File: config.mk
export PLATFORM = sky130hd
export DESIGN_NAME = segment_transition_ctrl
export DESIGN_NICKNAME = d
export VERILOG_FILES = /design/src/rtl/segment_transition_ctrl.sv
export SDC_FILE = /design/constraint.sdc
export NUM_CORES = 1
export LEC_CHECK = 0
export CORE_UTILIZATION = 64
export DETAILED_ROUTE_END_ITERATION = 10
export DONT_BUFFER_PORTS = 1
export GPL_TIMING_DRIVEN = 0
export PLACE_DENSITY_LB_ADDON = 0.1
export SYNTH_ARGS = -nofsm -noshare
export SYNTH_HDL_FRONTEND = slang
export SYNTH_SLANG_ARGS = --single-unit
export TNS_END_PERCENT = 5
File: constraint.sdc
create_clock -name CLK -period 3.4 [get_ports CLK]
set_input_delay 0.51 -clock CLK [delete_from_list [all_inputs] [get_ports CLK]]
set_output_delay 0.51 -clock CLK [all_outputs]
set_load 0.02 [all_outputs]
File: src/rtl/segment_transition_ctrl.sv
// rtl/segment_transition_ctrl.sv - read-segment swap scheduler for a double-buffered sequence
//
// Purpose:
//   Latches one settings update (target segment, trigger mode, trigger value)
//   and holds it until its trigger fires. When the trigger fires, it swaps the
//   active read segment and restarts the index timer. It also counts completed
//   loops of the active segment. When finite repetition runs out, it either
//   stops the sampler or auto-toggles the segment (EXT mode).
//
// Ports:
//   CLK, RST          clock, synchronous active-high reset
//   UPDATE            one-cycle settings strobe
//   REQ_RD_SEGMENT    requested segment
//   TRANSITION_MODE   trigger select (SYNC_IDX/SYS_TIME/GPIO/EXT/IMMEDIATE)
//   TRANSITION_VALUE  SYS_TIME target or GPIO bit select
//   REP0, REP1        loops-1 per segment, 0xFFFF = infinite
//   SYS_TIME          free-running system time
//   GPIO_IN           synchronised external triggers
//   IDX_WRAP          end-of-cycle pulse from the index timer
//   SEGMENT           active read segment
//   LOOP_CNT          completed loops of the active segment
//   STOP              finite repetition exhausted
//   PENDING           request latched, waiting for its trigger
//   IDX_RST           one-cycle pulse restarting the index timer
module segment_transition_ctrl #(
  parameter int GPIO_W = 4
) (
  input  logic              CLK,
  input  logic              RST,
  input  logic              UPDATE,
  input  logic              REQ_RD_SEGMENT,
  input  logic [7:0]        TRANSITION_MODE,
  input  logic [63:0]       TRANSITION_VALUE,
  input  logic [15:0]       REP0,
  input  logic [15:0]       REP1,
  input  logic [63:0]       SYS_TIME,
  input  logic [GPIO_W-1:0] GPIO_IN,
  input  logic              IDX_WRAP,
  output logic              SEGMENT,
  output logic [15:0]       LOOP_CNT,
  output logic              STOP,
  output logic              PENDING,
  output logic              IDX_RST
);

  localparam logic [7:0]  MODE_SYNC_IDX  = 8'h00;
  localparam logic [7:0]  MODE_SYS_TIME  = 8'h01;
  localparam logic [7:0]  MODE_GPIO      = 8'h02;
  localparam logic [7:0]  MODE_EXT       = 8'hF0;
  localparam logic [7:0]  MODE_IMMEDIATE = 8'hFF;
  localparam logic [15:0] REP_INFINITE   = 16'hFFFF;

  typedef enum logic [1:0] {
    ST_RUN  = 2'd0,
    ST_WAIT = 2'd1,
    ST_HALT = 2'd2
  } state_t;

  state_t              state_q, state_d;
  logic                segment_q, segment_d;
  logic [15:0]         loop_cnt_q, loop_cnt_d;
  logic                stop_q, stop_d;
  logic                pending_q, pending_d;
  logic                idx_rst_q, idx_rst_d;
  logic                lat_seg_q, lat_seg_d;
  logic [7:0]          lat_mode_q, lat_mode_d;
  logic [63:0]         lat_value_q, lat_value_d;
  logic [GPIO_W-1:0]   gpio_prev_q, gpio_prev_d;

  logic [15:0]         rep_sel;
  logic [GPIO_W-1:0]   gpio_rise;
  logic                trig;
  logic                fire;
  logic                wrap_active;

  // State register
  always_ff @(posedge CLK) begin
    if (RST) begin
      state_q     <= ST_RUN;
      segment_q   <= 1'b0;
      loop_cnt_q  <= 16'd0;
      stop_q      <= 1'b0;
      pending_q   <= 1'b0;
      idx_rst_q   <= 1'b0;
      lat_seg_q   <= 1'b0;
      lat_mode_q  <= MODE_IMMEDIATE;
      lat_value_q <= 64'd0;
      gpio_prev_q <= '0;
    end else begin
      state_q     <= state_d;
      segment_q   <= segment_d;
      loop_cnt_q  <= loop_cnt_d;
      stop_q      <= stop_d;
      pending_q   <= pending_d;
      idx_rst_q   <= idx_rst_d;
      lat_seg_q   <= lat_seg_d;
      lat_mode_q  <= lat_mode_d;
      lat_value_q <= lat_value_d;
      gpio_prev_q <= gpio_prev_d;
    end
  end

  // Next-state and datapath
  always_comb begin
    state_d     = state_q;
    segment_d   = segment_q;
    loop_cnt_d  = loop_cnt_q;
    stop_d      = stop_q;
    pending_d   = pending_q;
    idx_rst_d   = 1'b0;
    lat_seg_d   = lat_seg_q;
    lat_mode_d  = lat_mode_q;
    lat_value_d = lat_value_q;
    gpio_prev_d = GPIO_IN;

    rep_sel   = segment_q ? REP1 : REP0;
    gpio_rise = GPIO_IN & ~gpio_prev_q;

    case (lat_mode_q)
      MODE_IMMEDIATE: trig = 1'b1;
      MODE_SYNC_IDX:  trig = IDX_WRAP;
      MODE_EXT:       trig = IDX_WRAP;
      MODE_SYS_TIME:  trig = (SYS_TIME >= lat_value_q);
      MODE_GPIO:      trig = gpio_rise[lat_value_q[1:0]];
      default:        trig = 1'b0;
    endcase

    // A fresh UPDATE pre-empts the trigger of the request it replaces.
    fire = (state_q == ST_WAIT) && !UPDATE && trig;

    // While stopped the timer is held, so stray wraps are not counted.
    wrap_active = IDX_WRAP && (state_q != ST_HALT) && !stop_q;

    if (fire) begin
      // The wrap that caused or coincided with the swap belongs to the old segment.
      segment_d  = lat_seg_q;
      loop_cnt_d = 16'd0;
      stop_d     = 1'b0;
      pending_d  = 1'b0;
      idx_rst_d  = 1'b1;
      state_d    = ST_RUN;
    end else begin
      if (wrap_active) begin
        if ((rep_sel != REP_INFINITE) && (loop_cnt_q == rep_sel)) begin
          if (lat_mode_q == MODE_EXT) begin
            segment_d  = ~segment_q;
            loop_cnt_d = 16'd0;
            idx_rst_d  = 1'b1;
          end else begin
            stop_d = 1'b1;
            // A pending request keeps WAIT alive so its trigger can still fire.
            if (state_q == ST_RUN) begin
              state_d = ST_HALT;
            end
          end
        end else if (loop_cnt_q != 16'hFFFF) begin
          loop_cnt_d = loop_cnt_q + 16'd1;
        end
      end

      if (UPDATE) begin
        lat_seg_d   = REQ_RD_SEGMENT;
        lat_mode_d  = TRANSITION_MODE;
        lat_value_d = TRANSITION_VALUE;
        pending_d   = 1'b1;
        state_d     = ST_WAIT;
      end
    end
  end

  // Outputs come straight from flops
  always_comb begin
    SEGMENT  = segment_q;
    LOOP_CNT = loop_cnt_q;
    STOP     = stop_q;
    PENDING  = pending_q;
    IDX_RST  = idx_rst_q;
  end

endmodule

==> results.md <==
- Status: finished with violations
- Violated checks: DRC
- RSZ-0062 raised after global routing: false
- Nets: 933
- Clock insertion delay at the later pin of the skew report: 360 ps
- Final hold violation count: 0
- Num CTS Buffers: 9
- Sequential area share after synthesis: 33.5%
- Drt wl/cell: 17.4 um
- Clk slew on worst S/H paths: 90 ps
- Worst path bufs/invs: 3
- CP max FO: 10
- Grt total ovfl: 0
- Layout Skew: 16.5 ps
- WHS Path Cells: 2
- Vias in the first global route: 4956
- Post-synth ARST share: 0%
- Final setup viols: 0
- Clock Tree Root: clkbuf_8
- Num ports: 197
- Slowest stage delay, CP: 490 ps
- Rel. slew slack: 46.5%
- Clock Power Share: 34.0%
- Critical Path Stages: 11
- Max Clk Rate: 319 MHz
- Initial core utilization: 66.9%
- RePlAce Congestion: 0.930
- Drt total wl: 14000 um
- Overall power: 2.48 mW
- Finished Layout Cells: 804
- Synth area leaders: dfxtp_1 33%, mux2i_1 15%, ha_1 14%, nor2_1 5.2%, inv_1 4.2%
- Cell leakage power: 2.63 nW
- Warnings, synthesis: 0
- Count of unique library cells instantiated by Yosys: 51
- Max-cap viol count: 0
- Crit-path leading delay family: simple AND/OR/NAND/NOR gates
- Startpoint types: flip-flop
- Largest net degree at the start of global routing: 16
- Port Buf Inserts: 0
- Initial antenna violation count: 0
- Share of cells above drive strength 1: 4.17%
- Synthesized area: 0.00592 sq mm
- CTS tree: built
- Hold Slack: 285 ps
- Antenna Cells: 0
- Crit path DAT: 3370 ps
- Logic gate share of total power: 15.3%
- Area leader, netlist: dfxtp_1
- Vias: 4779
- Pins Over Slew Limit: 0
- Int Pwr: 1.84 mW
- Synthesis-stage register bit count: 99
- Clock tree buffer depth: 2
- Placed insts: 788
- Switch share: 25.7%
- Post-synth EDFFs: 0
- GR Util All Layers: 28.9%
- Final Critical Period: 3140 ps
- Syn_nets: 922
- Critical Path RT: 3630 ps
- P_sw: 0.636 mW
- DIE AREA: 0.00964 sq mm
- Cells after Synth: 680
- Worst path cell trace: buf_2 -> clkbuf_4 -> mux2i_1 -> xnor2_1 -> nor4_1 -> nand3_1 -> o21ba_2 -> clkbuf_1 -> nor4_1 -> xnor2_1 -> nor3_1
- Drt first pass iters: 10
- Post-DRT Antenna Nets: 0
- Clk sink count: 99
- Setup bufs post-CTS: 0
- Slew @ Worst Pin: 802 ps
- Synth top area share: 33.5%
- Pwr dens: 394 mW/mm^2
- Synth Flop Type: dfxtp_1
- First-pass GRT wire length: 22200 um
- Worst Hold Class: in2reg
- Slowest CP cell: dfxtp_1
- Height of the die: 98.2 um
- Via density: 5.94
- Core Region: 0.00885 sq mm
- Cell Rows: 34
- Drt drc: 16
- H-tree depth: 3
- R2R depth: 11
- Avg Cell Area, Syn: 8.70 sq um
- Die X: 98.2 um
- HPWL after detailed placement: 11500 um
- Crit. End Element: flip-flop
- TNS Setup: 0 ps
- Register share of total power: 50.7%
- Most frequent cells in the layout: 99 x dfxtp_1, 89 x mux2i_1, 82 x nor2_1, 67 x inv_1, 65 x ha_1
- Critical setup path kind: reg2reg
- Fin crit share: 92.3%
- Commonest non-fill, non-tap cell in the layout: dfxtp_1
- Area grow syn2layout: 6.41%
- DR iter-0 viols: 118
- Maximum VDD drop: 300 uV
- Fill cell count: 717
==> final timing paths <==
kind | startpoint | end | slack, ps
setup / recovery | SEGMENT$_SDFFE_PP0P_ | LOOP_CNT[13]$_SDFFE_PP0P_ | 260
hold / removal | TRANSITION_MODE[4] | lat_mode_q[4]$_SDFFE_PP1P_ | 290
setup reg to reg | SEGMENT$_SDFFE_PP0P_ | LOOP_CNT[13]$_SDFFE_PP0P_ | 260
hold reg to reg | state_q[0]$_SDFFE_PP0P_ | state_q[0]$_SDFFE_PP0P_ | 490
==> power by group through the flow <==
stage          combinational (mW)  clock (mW)  sequential, mW
4_1_cts                     0.380       0.860            1.26
3_3_place_gp                0.353           0            1.28
6_report                    0.378       0.844            1.26
2_1_floorplan               0.302           0            1.27
5_1_grt                     0.432       0.903            1.26
3_5_place_dp                0.378           0            1.28
==> Yosys cell counts, types with 2 or more instances <==
cell type / count
a21o_1: 7
a21oi_1: 28
a22oi_1: 4
a31oi_1: 2
and3_1: 8
and4_1: 2
buf_1: 9
buf_2: 3
clkbuf_1: 13
dfxtp_1: 99
ha_1: 65
inv_1: 67
mux2i_1: 89
nand2_1: 34
nand2b_1: 2
nand3_1: 12
nand4_1: 25
nor2_1: 82
nor2b_1: 14
nor3_1: 24
nor3b_1: 2
nor4_1: 15
o211ai_1: 2
o21a_1: 4
o21ai_0: 13
xnor2_1: 22
xor2_1: 9
==> cell families (layout without fill, tap and decap cells) <==
kind of cell / after synthesis / count (layout) / share of synthesized area (%)
muxes: 90 / 90 / 15.2
buffers and inverters: 95 / 111 / 6.28
AOI/OAI and AO/OA: 71 / 71 / 7.76
and+or+nand+nor: 229 / 229 / 18.9
DFF: 99 / 99 / 33.5
adders and majority gates: 65 / 65 / 13.7
xor gates and xnor gates: 31 / 31 / 4.59
==> sequential cells by signal (all words and copies together) (netlist names) <==
signal	flops
PENDING	1
IDX_RST	1
LOOP_CNT	16
lat_mode_q	8
STOP	1
state_q	2
lat_value_q	64
SEGMENT	1
gpio_prev_q	4
lat_seg_q	1
==> metrics by stage <==
step / setup slack [ps] / utilization, % / instance area, sq um
2_1_floorplan: 620 / - / 5920
3_3_place_gp: 126 / 68.4 / 6050
3_5_place_dp: 81.8 / 68.4 / 6050
4_1_cts: 63.0 / 71.0 / 6280
5_1_grt: 30.0 / 71.2 / 6300
6_report: 261 / 71.2 / 6300
==> metal layers <==
layer	GRT usage, %	vias to the layer above	wire length [um]
met2	52.4	177	6890
met5	0	-	0
li1	-	2377	-
met1	30.4	2195	5280
met4	10.7	0	357
met3	10.6	30	1450
==> worst register-to-register path, stage by stage, from the launching register on <==
cell and delay, ps:
dfxtp_1 490, buf_2 250, clkbuf_4 270, mux2i_1 270, xnor2_1 90, nor4_1 340, nand3_1 220, o21ba_2 290
clkbuf_1 240, nor4_1 340, xnor2_1 160, nor3_1 60
==> cell type report <==
type                    count  area (sq um)  area share, %
clock buffers              12           155           2.46
well taps                 108           135           2.15
inverters                  68           255           4.05
plain buffers              27           120           1.91
clock inverters             4          72.6           1.15
flip-flops and latches     99          1980           31.5
multi-input cells         486          3580           56.8
==> repair_timing <==
action	4_1_cts	5_1_grt
hold buffers	0	0
gates resized for setup	0	5
endpoints found under the setup margin	0	13
(Power assumes the default switching activity.)
